File: config.mk
export PLATFORM = sky130hd
export DESIGN_NAME = iseq_loader
export DESIGN_NICKNAME = d
export VERILOG_FILES = /design/src/rtl/iseq_loader.sv
export SDC_FILE = /design/constraint.sdc
export NUM_CORES = 1
export LEC_CHECK = 0
export BUFFER_PORTS_ARGS = -buffer_cell sky130_fd_sc_hd__buf_2
export CORE_UTILIZATION = 33
export DETAILED_ROUTE_END_ITERATION = 16
export GPL_TIMING_DRIVEN = 0
export PLACE_DENSITY = 0.51
export SLEW_MARGIN = 30
export SYNTH_ARGS = -nofsm -noshare
export SYNTH_HDL_FRONTEND = slang
export SYNTH_SLANG_ARGS = --single-unit
export TNS_END_PERCENT = 100
File: constraint.sdc
create_clock -name clk -period 2.75 [get_ports clk]
set_input_delay 0.275 -clock clk [delete_from_list [all_inputs] [get_ports clk]]
set_output_delay 0.275 -clock clk [all_outputs]
set_load 0.02 [all_outputs]
File: src/rtl/iseq_loader.sv
// Instruction-sequence loader: steers host words into instr0/instr1 FIFOs, packs 16-beat
// write-data bursts, and launches the sequence. Optional counters: ISEQ_LOADER_STATS_EN.
module iseq_loader #(
  parameter logic [3:0]  OP_END    = 4'hF,
  parameter logic [3:0]  OP_WRDATA = 4'hE,
  parameter logic [31:0] NOP_INSTR = 32'h0000_0000
) (
  input  logic         clk,
  input  logic         rst_n,
  input  logic [31:0]  rx_data,
  input  logic         rx_valid,
  output logic         rx_ready,
  output logic         instr0_fifo_wr,
  input  logic         instr0_fifo_full,
  output logic         instr1_fifo_wr,
  input  logic         instr1_fifo_full,
  output logic [31:0]  instr_fifo_din,
  output logic         wrdata_fifo_wr,
  input  logic         wrdata_fifo_full,
  output logic [511:0] wrdata_fifo_din,
  output logic         process_iseq,
  input  logic         dispatcher_busy,
  output logic         loader_idle
`ifdef ISEQ_LOADER_STATS_EN
  ,
  output logic [15:0]  stat_iseq_cnt,
  output logic [31:0]  stat_instr_cnt
`endif
);

  typedef enum logic [2:0] {
    StInstr,
    StWrdata,
    StPad,
    StLaunch,
    StWaitHi,
    StWaitLo
  } state_e;

  state_e     state_q;
  logic       slot_q;
  logic [3:0] beat_q;
  logic       alive_q;
  logic       accept;
  logic [3:0] opcode;

  assign opcode = rx_data[31:28];
  assign accept = rx_valid & rx_ready;

  // alive_q keeps rx_ready low while reset is asserted and for the first cycle after it.
  always_comb begin
    rx_ready = 1'b0;
    if (alive_q) begin
      unique case (state_q)
        StInstr:  rx_ready = slot_q ? !instr1_fifo_full : !instr0_fifo_full;
        StWrdata: rx_ready = (beat_q != 4'd15) || !wrdata_fifo_full;
        default:  rx_ready = 1'b0;
      endcase
    end
  end

  assign loader_idle = alive_q && (state_q == StInstr) && !slot_q && (beat_q == 4'd0);

  always_ff @(posedge clk or negedge rst_n) begin
    if (!rst_n) begin
      state_q         <= StInstr;
      slot_q          <= 1'b0;
      beat_q          <= 4'd0;
      alive_q         <= 1'b0;
      instr0_fifo_wr  <= 1'b0;
      instr1_fifo_wr  <= 1'b0;
      instr_fifo_din  <= 32'd0;
      wrdata_fifo_wr  <= 1'b0;
      wrdata_fifo_din <= 512'd0;
      process_iseq    <= 1'b0;
    end else begin
      alive_q        <= 1'b1;
      instr0_fifo_wr <= 1'b0;
      instr1_fifo_wr <= 1'b0;
      wrdata_fifo_wr <= 1'b0;
      unique case (state_q)
        StInstr: begin
          if (accept) begin
            if (opcode == OP_END) begin
              if (slot_q) begin
                state_q <= StPad;
              end else begin
                state_q      <= StLaunch;
                process_iseq <= 1'b1;
              end
            end else if (opcode == OP_WRDATA) begin
              state_q <= StWrdata;
              beat_q  <= 4'd0;
            end else begin
              instr_fifo_din <= rx_data;
              instr0_fifo_wr <= !slot_q;
              instr1_fifo_wr <= slot_q;
              slot_q         <= !slot_q;
            end
          end
        end
        StWrdata: begin
          if (accept) begin
            wrdata_fifo_din[{beat_q, 5'b0} +: 32] <= rx_data;
            beat_q <= beat_q + 4'd1;
            if (beat_q == 4'd15) begin
              wrdata_fifo_wr <= 1'b1;
              state_q        <= StInstr;
            end
          end
        end
        StPad: begin
          if (!instr1_fifo_full) begin
            instr_fifo_din <= NOP_INSTR;
            instr1_fifo_wr <= 1'b1;
            slot_q         <= 1'b0;
            state_q        <= StLaunch;
          end
        end
        StLaunch: begin
          // Arriving from the pad path the pulse is raised here, one cycle after the pad push.
          if (process_iseq) begin
            process_iseq <= 1'b0;
            state_q      <= StWaitHi;
          end else begin
            process_iseq <= 1'b1;
          end
        end
        StWaitHi: if (dispatcher_busy) state_q <= StWaitLo;
        StWaitLo: if (!dispatcher_busy) state_q <= StInstr;
        default:  state_q <= StInstr;
      endcase
    end
  end

`ifdef ISEQ_LOADER_STATS_EN
  logic launch_done;
  logic instr_store;

  assign launch_done = (state_q == StLaunch) && process_iseq;
  assign instr_store = accept && (state_q == StInstr) && (opcode != OP_END) &&
                       (opcode != OP_WRDATA);

  always_ff @(posedge clk or negedge rst_n) begin
    if (!rst_n) begin
      stat_iseq_cnt  <= 16'd0;
      stat_instr_cnt <= 32'd0;
    end else begin
      if (launch_done) stat_iseq_cnt <= stat_iseq_cnt + 16'd1;
      if (instr_store) stat_instr_cnt <= stat_instr_cnt + 32'd1;
    end
  end
`endif

endmodule

Word-level counts from Yosys, hierarchy flattened
Cells that the tools add are included.
Widths: inputs -> output; s select.
{"block": "totals", "reg_bits": 557, "in_bits": 39, "wordCells": 102}
{"block": "op_classes", "n_addsub": 2, "eq_ne": 22, "n_shift": 2, "n_mux": 47, "n_bitwise": 1, "reduce_logical": 18}
{"operator": "$bwmux 512", "count": 1}
{"operator": "$shift 32x11->512 const A", "count": 1}
{"operator": "$shiftx 32x11->512", "count": 1}
{"operator": "$mux 32", "count": 4}
{"operator": "$pmux 32 s2", "count": 1}
{"operator": "$mux 3", "count": 9}
{"operator": "$mux 1", "count": 22}
{"operator": "$ne 2x2->1 const B", "count": 10}
{"operator": "$pmux 3 s6", "count": 1}
{"operator": "$mux 4", "count": 4}
{"operator": "$eq 4x4->1 const B", "count": 3}
{"operator": "$neg 9->11", "count": 1}
{"operator": "$reduce_and 5->1", "count": 2}
{"operator": "$pmux 1 s2", "count": 4}
{"operator": "$pmux 4 s2", "count": 1}
{"operator": "$reduce_and 8->1", "count": 1}
{"operator": "$eq 3x2->1 const B", "count": 2}
{"operator": "$eq 3x3->1 const B", "count": 2}
{"operator": "$reduce_bool 2->1", "count": 3}
{"operator": "$add 4x1->4 const B", "count": 1}
{"operator": "$logic_not 1->1", "count": 4}
{"operator": "$logic_not 4->1", "count": 1}
{"operator": "$ne 2x1->1 const B", "count": 2}
{"operator": "$ne 4x4->1 const B", "count": 1}
{"operator": "8 further kinds", "count": 10}

Logic depth before layout (Yosys ltp)
Gate-level depths: netlist (run 1).
{"block": "logic_depth", "depth_word": 7, "ltp_mapped": 9, "depth_no_buf": 7}

Least setup slack after synthesis (run 1)
Ideal clock, no wire load.
{"block": "synth_path", "path_type": "flip-flop to flip-flop", "from": "register beat_q[0]", "to": "register wrdata_fifo_din[386]", "setup_ns": 0.125, "t_arrival_ns": 2.263, "slack_ns": 0.362, "stages_incl_launch_ff": 10, "period_less_slack_ns": 2.388, "cell_sequence": "dfrtp_1 -> inv_1 -> ha_1 -> nor2b_2 -> nor2_4 -> nand3_2 -> or3_1 -> buf_2 -> buf_6 -> mux2_4"}
{"block": "synth_via", "elab_chain_len": 6, "word_cells_on_any_way": 10, "classes_between": "1 x add/sub; 1 x eq/ne; 2 x shift; 3 x mux; 1 x bitwise; 2 x reduce/logical"}
{"item": "start, declared", "line_no": "42", "source": "logic [3:0] beat_q;"}
{"item": "start signal, assigned", "line_no": "105", "source": "beat_q <= beat_q + 4'd1;"}
{"item": "parallel branches: the longest is 6 deep, another holds $neg 9->11"}
{"item": "end signal, assigned by index", "line_no": "104", "source": "wrdata_fifo_din[{beat_q, 5'b0} +: 32] <= rx_data;"}
{"item": "end, declared", "line_no": "20", "source": "output logic [511:0] wrdata_fifo_din,"}
Several ways; the timed one is not identified.
A chain may end at the register's enable or synchronous reset.

Final worst setup path (run 1)
{"block": "layout_path", "from": "register beat_q[1]", "to": "register wrdata_fifo_din[389]"}
Same word-level chain as after synthesis.

==> results of run 1 <==
==> worst min-delay path: stages <==
cell and delay [ns]:
buf_2 0.11, nand2_1 0.12, o21ai_0 0.09
==> path summary, 6_finish.rpt <==
kind | startpoint | end | slack, ns | depth (start not counted)
setup / recovery | beat_q[1] | wrdata_fifo_din[389] | 0.1 | 8
hold / removal | rx_data[10] | wrdata_fifo_din[362] | 0.03 | 3
setup reg to reg | beat_q[1] | wrdata_fifo_din[389] | 0.1 | 8
hold reg to reg | wrdata_fifo_din[422] | wrdata_fifo_din[422] | 0.47 | 2
max in group asynchronous | rst_n | wrdata_fifo_din[262] | 1.06 | 5
min in group asynchronous | rst_n | wrdata_fifo_din[91] | 0.14 | 2
==> per-layer routing <==
metal,up-vias,GRT usage
met5,-,0
met4,0,0.0763
met3,126,0.0570
met2,499,0.393
met1,8280,0.299
li1,7075,-
==> power breakdown <==
part / switching, mW / total [mW] / internal, mW
clock network: 3.34 / 8.22 / 4.87
registers: 0.928 / 10.8 / 9.87
logic: 5.99 / 9.04 / 3.05
==> cell usage in the layout, fill, tap and decap left out, drive strengths merged, types with 3 or more instances in the layout <==
cell type and instances:
buf 666, dfrtp 557, mux2 320, nand2 266, clkbuf 165, o21ai 140, o31ai 59, nor2 49
a22o 33, dlygate4sd3 26, nand3 15, clkinv 12, bufinv 6, inv 6, nor3 5, nand2b 4
a21oi 4, nor2b 4, ha 4, nor4 3, or2 3, xor2 3
==> cells by family (layout without fill, tap and decap cells) <==
| group | after synthesis | count (layout) | synth area share |
|---|---|---|---|
| other | 1 | 1 | 0.000174 |
| buffers and inverters | 135 | 883 | 0.0290 |
| and+or+nand+nor | 361 | 361 | 0.0712 |
| DFF | 557 | 557 | 0.647 |
| adders and majority gates | 4 | 4 | 0.00232 |
| AOI/OAI and AO/OA | 257 | 257 | 0.0755 |
| muxes | 321 | 321 | 0.173 |
| xor gates and xnor gates | 4 | 4 | 0.00232 |
==> final cells by class <==
type | count | share of cell area
Clock inverter | 22 | 0.00961
Multi-Input combinational cell | 948 | 0.252
Tap cell | 855 | 0.0377
Sequential cell | 557 | 0.491
Inverter | 4 | 0.000529
Clock buffer | 86 | 0.0605
Timing Repair Buffer | 642 | 0.127
Buffer | 129 | 0.0221
==> stage by stage <==
step	setup slack, ns	area (um2)	total power [mW]
2_1_floorplan	0.362	21600	15.9
3_3_place_gp	-10.0	25600	19.5
3_5_place_dp	-0.755	25800	19.7
4_1_cts	-0.0408	28300	28.2
5_1_grt	0.0240	28400	29.3
6_report	0.0976	28400	28.1
==> synth_stat cells (all sizes together) (2+ instances only) <==
| master | count | share of area |
|---|---|---|
| nand2 | 266 | 0.046 |
| nor4 | 3 | 0.00087 |
| buf | 53 | 0.015 |
| mux2 | 320 | 0.17 |
| nand2b | 4 | 0.0012 |
| inv | 4 | 0.00070 |
| a211oi | 2 | 0.00093 |
| ha | 4 | 0.0023 |
| nor2 | 49 | 0.0095 |
| nand4 | 2 | 0.00058 |
| o21ai | 140 | 0.033 |
| a22o | 33 | 0.013 |
| a21oi | 4 | 0.00093 |
| o2111ai | 2 | 0.00081 |
| o211ai | 2 | 0.00070 |
| or3 | 2 | 0.00058 |
| nand3 | 15 | 0.0037 |
| a21o | 2 | 0.00070 |
| dfrtp | 557 | 0.65 |
| nor2b | 4 | 0.0013 |
| a2111oi | 2 | 0.00081 |
| or2 | 3 | 0.00087 |
| a21boi | 2 | 0.00070 |
| xor2 | 3 | 0.0016 |
| nor3 | 5 | 0.0024 |
| o31ai | 59 | 0.021 |
| clkbuf | 78 | 0.014 |
==> timing repair <==
| action | in CTS | in global routing |
|---|---|---|
| pin swaps | 8 | 1 |
| setup endpoints to repair | 499 | 340 |
| hold endpoints to repair | 224 | 0 |
| buffers inserted | 15 | 5 |
| hold buffers | 26 | 0 |
| gates resized for setup | 32 | 14 |
==> state kept, by name, summed over array words and instances (netlist names) <==
signal and cells:
state_q 3, instr_fifo_din 32, slot_q 1, instr1_fifo_wr 1
instr0_fifo_wr 1, alive_q 1, wrdata_fifo_din 512, beat_q 4
process_iseq 1, wrdata_fifo_wr 1
==> flow_summary_export.csv, run 1 <==
group,metric,value,unit
timing,min_period,2.65,ns
critical_path,crit_buf_inv,2,
cells_and_area,synthToLayoutAreaGrowth,31.7,%
global_routing,grt_pass1_vias,16692,
timing,final-setup-viol-count,0,
cells_and_area,antennaDiodeCount,0,
clocking,cts_buffers,58,
timing,hold_viol,0,
global_routing,overflow,0,
cells_and_area,drive_gt1_frac,0.468,
drt,dr.pass1.iters,5,
drt,vias_per_cell,4.93,
cells_and_area,fin_cells,3243,
timing,fmax,377,MHz
synthesis,seq_area_frac_synth,0.647,
min_path,min-delay-path-class,"in -> reg",
critical_path,cp_slowest_cell,"dfrtp_2",
critical_path,critical_path_arrival,3.14,ns
timing,period_share,0.965,
drt,ant_nets,0,
synthesis,synth_ff_type,"dfrtp_1",
timing,setup_tns,0,ns
clocking,cts.clk_slew.worst_paths,0.06,ns
drt,top_layer_used,"met4",
global_routing,grt_pass1_wl,115,mm
drt,drtIter0Drc,915,
global_routing,grt_max_degree,85,
critical_path,path_delay_family,"simple AND/OR/NAND/NOR gates",
drt,wl_per_cell,24.3,um
critical_path,critPathLaunchType,"flop",
placed_design,hpwl,58.5,mm
clocking,clockBufferDepth,3,
placed_design,dp_cells,3091,
synthesis,synthesis.nets,1683,
timing,fin_hold_ws,0.0328,ns
floorplanning,core_area,0.0645,mm2
synthesis,ys_warn_count,0,
run,drv_cap,0,
clocking,clock-sinks,557,
cells_and_area,seq_area,0.0139,mm2
synthesis,syn_area,0.0216,mm2
placed_design,port-buffer-count,588,
synthesis,synth_cell_type_count,61,
timing,maxSlewHeadroom,0.358,
synthesis,synth.avg_cell_area,13.1,um2
critical_path,cpPeakStageDelay,0.49,ns
global_routing,antenna_found_initial,5,
drt,vias,15980,
cells_and_area,fill_cells,6171,
timing,finalClockSkew,0.0198,ns
power,leakage,15.1,nW
timing,worst_slew_pin_slew,0.962,ns
clocking,cts_tree,"built",
floorplanning,initial_utilization,0.334,
cells_and_area,final_nets,2383,
power,vdd_ir_drop_max,0.500,mV
drt,met3_wirelength,5.03,mm
synthesis,synth_edf_count,0,
synthesis,ys_ff_latch,557,
timing,drv_slew,0,
synthesis,syn_inst,1640,
drt,wirelength,78.8,mm
global_routing,grt.total_usage,0.235,
clocking,clock_latency,0.62,ns
floorplanning,die_w,258,um
cells_and_area,final_core_util,0.440,
synthesis,async_flop_share,1.00,
cells_and_area,multi_input_area,0.00714,mm2
floorplanning,ioPinCount,589,
clocking,root_buffer,"clkbuf_16",
floorplanning,fp.dieArea,0.0663,mm2
drt,drc,0,
floorplanning,rows,93,
critical_path,critical_path_class,"reg -> reg",
critical_path,crit_chain,"ha_1 -> and4_2 -> nor2_4 -> nand3_2 -> or3_1 -> buf_2 -> buf_6 -> mux2_4",
placed_design,gp_congestion,0.854,
drt,wl_met1,32.6,mm
clocking,htree_levels,2,
timing,grt_setup_unrepaired,"no",
critical_path,worstPathRequired,3.24,ns
power,power_density,988,mW/mm2
run_status,status,"complete, no violations",
critical_path,crit_path_max_fanout,10,
critical_path,end_kind,"flop",
floorplanning,die_h,258,um
drt,met2WireLength,38.6,mm
No activity file was read; power rests on OpenSTA's default activity.
==> run 2, diff against run 1 <==
--- a/config.mk
+++ b/config.mk
@@ -7,6 +7,7 @@
 export LEC_CHECK = 0
 export BUFFER_PORTS_ARGS = -buffer_cell sky130_fd_sc_hd__buf_2
 export CORE_UTILIZATION = 33
+export CTS_BUF_LIST = sky130_fd_sc_hd__clkbuf_2
 export DETAILED_ROUTE_END_ITERATION = 16
 export GPL_TIMING_DRIVEN = 0
 export PLACE_DENSITY = 0.51
==> run 2 against run 1 <==
  * The flow now finishes with violations (negative setup slack)
  * Non-clock buffer count is 67 higher
  * First-iteration DRC count is 10% higher
  * Worst hold slack better by 0.21 ns
  * Wire length is 2.9% higher
  * Maximum frequency is 10% lower
  * Power is 6.5% lower
  * Worst setup slack worse by 0.30 ns
  * Global-route usage is 1.0 points higher
==> flow_summary_export.csv, run 2 (synthesis gave the netlist of run 1 again) <==
group,metric,value,unit
run_status,status,"finished, violations left",
run_status,violations,"negative setup slack",
timing,maxSlewHeadroom,0.364,
placed_design,hpwl,58.5,mm
power,vdd_ir_drop_max,0.449,mV
cells_and_area,fin_cells,3467,
drt,drtIter0Drc,1009,
floorplanning,rows,93,
clocking,cts_buffers,151,
drt,wl_per_cell,23.4,um
timing,fin_ws,-0.199,ns
drt,vias,16857,
critical_path,cpPeakStageDelay,0.50,ns
global_routing,grt.total_usage,0.245,
timing,min_period,2.95,ns
power,power,26.2,mW
timing,finalClockSkew,0.0934,ns
clocking,clock_latency,1.26,ns
floorplanning,core_area,0.0645,mm2
global_routing,grt_pass1_wl,119,mm
floorplanning,initial_utilization,0.334,
timing,fin_hold_ws,0.238,ns
drt,vias_per_cell,4.86,
critical_path,critical_path_class,"reg -> reg",
clocking,clock-sinks,557,
placed_design,port-buffer-count,588,
clocking,cts_tree,"built",
timing,fmax,339,MHz
critical_path,cp_slowest_cell,"xor2_2",
timing,drv_slew,0,
timing,grt_setup_unrepaired,"yes",
cells_and_area,synthToLayoutAreaGrowth,32.0,%
floorplanning,fp.dieArea,0.0663,mm2
min_path,hold_depth,4,
floorplanning,die_w,258,um
critical_path,crit_path_max_fanout,10,
drt,dr.pass1.iters,5,
critical_path,cp.depth,7,
placed_design,gp_congestion,0.854,
critical_path,critical_path_arrival,4.05,ns
critical_path,crit_buf_inv,2,
timing,worst_slew_pin_slew,0.955,ns
critical_path,r2r_cells,7,
power,leakage,15.4,nW
cells_and_area,largestRegisters,"wrdata_fifo_din x512, instr_fifo_din x32, beat_q x4",
drt,drc,0,
clocking,root_buffer,"clkbuf_2",
cells_and_area,layout_common_cells,"618 x buf_2, 552 x dfrtp_1, 280 x mux2_2",
clocking,clockBufferDepth,3,
global_routing,antenna_found_initial,5,
global_routing,grt_pass1_vias,17730,
timing,final-setup-viol-count,67,
global_routing,grt_max_degree,85,
cells_and_area,drive_gt1_frac,0.490,
cells_and_area,final_core_util,0.441,
power,power_density,922,mW/mm2
critical_path,path_delay_family,"simple AND/OR/NAND/NOR gates",
drt,wirelength,81.2,mm
cells_and_area,largest_register,"wrdata_fifo_din",
cells_and_area,final_common_cell,"buf_2",
timing,period_share,1.07,
critical_path,critPathLaunchType,"flop",
clocking,htree_levels,4,
min_path,min-delay-path-class,"in -> reg",
placed_design,dp_cells,3091,
critical_path,crit_chain,"inv_2 -> ha_4 -> xor2_2 -> nand3_1 -> nor2_4 -> buf_2 -> mux2_2",
timing,hold_viol,0,
critical_path,worstPathRequired,3.85,ns
clocking,cts.clk_slew.worst_paths,0.10,ns
global_routing,overflow,0,
run,drv_cap,0,
cells_and_area,final_nets,2543,
floorplanning,ioPinCount,589,
drt,ant_nets,0,
critical_path,end_kind,"flop",
floorplanning,die_h,258,um
cells_and_area,largest_reg_flops,512,
==> run 2: cell count changes in the layout (fill, tap and decap cells not counted), sizes merged <==
| cell | delta |
|---|---|
| buf | +19 |
| diode | +1 |
| clkinvlp | -1 |
| clkinv | +21 |
| dlygate4sd3 | +50 |
| inv | +2 |
| bufinv | -2 |
| clkbuf | +134 |
==> run 2: per-layer routing <==
| layer | up-vias | share of wire | track usage |
|---|---|---|---|
| met5 | - | 0 | 0 |
| met4 | 0 | 0.040 | 0.113 |
| met3 | 156 | 0.070 | 0.0762 |
| met2 | 636 | 0.48 | 0.394 |
| met1 | 8591 | 0.41 | 0.301 |
| li1 | 7474 | - | - |
==> run 2: cell type report <==
class	count	area, um2
Timing Repair Buffer	708	4230
Clock buffer	222	1110
Buffer	130	632
Fill cell	6258	36000
Inverter	4	15.0
Clock inverter	42	285
Sequential cell	557	13900
Tap cell	855	1070
Antenna cell	1	2.50
Multi-Input combinational cell	948	7160
==> run 2: worst paths after layout <==
check	startpoint	endpoint	slack, ns
setup reg to reg	beat_q[0]	wrdata_fifo_din[196]	-0.20
hold reg to reg	wrdata_fifo_din[165]	wrdata_fifo_din[165]	0.48
hold / removal	rx_data[1]	wrdata_fifo_din[353]	0.24
min in group asynchronous	rst_n	wrdata_fifo_din[379]	0.64
max in group asynchronous	rst_n	wrdata_fifo_din[137]	0.55
setup / recovery	beat_q[0]	wrdata_fifo_din[196]	-0.20
==> run 2: power breakdown <==
part | switching, mW | internal (mW) | leakage (nW)
combinational | 6.09 | 3.29 | 6.78
sequential | 0.917 | 9.85 | 7.61
clock | 3.54 | 2.53 | 1.06
==> run 2: worst reg2reg max path, stage by stage (launching register included) <==
cell     delay, ns
dfrtp_2       0.45
inv_2         0.09
ha_4          0.17
xor2_2        0.51
nand3_1       0.40
nor2_4        0.41
buf_2         0.41
mux2_2        0.40
==> run 2: timing repair <==
| item | CTS | global route |
|---|---|---|
| hold endpoints to repair | 1038 | 0 |
| endpoints found under the setup margin | 500 | 209 |
| pin swaps | 7 | 6 |
| gates resized for setup | 38 | 17 |
| hold buffers | 77 | 0 |
| buffers inserted | 19 | 16 |
| cloned | 0 | 0 |
==> run 2: metrics by stage <==
step	setup WS, ns	setup TNS, ns	area [um2]
finish	-0.199	-4.13	28500
global route	-0.307	-10.20	28500
CTS	-0.357	-20.44	28300
detailed placement	-0.755	-181.01	25800
global placement	-10.0	-5698.78	25600
floorplan	0.362	0	21600
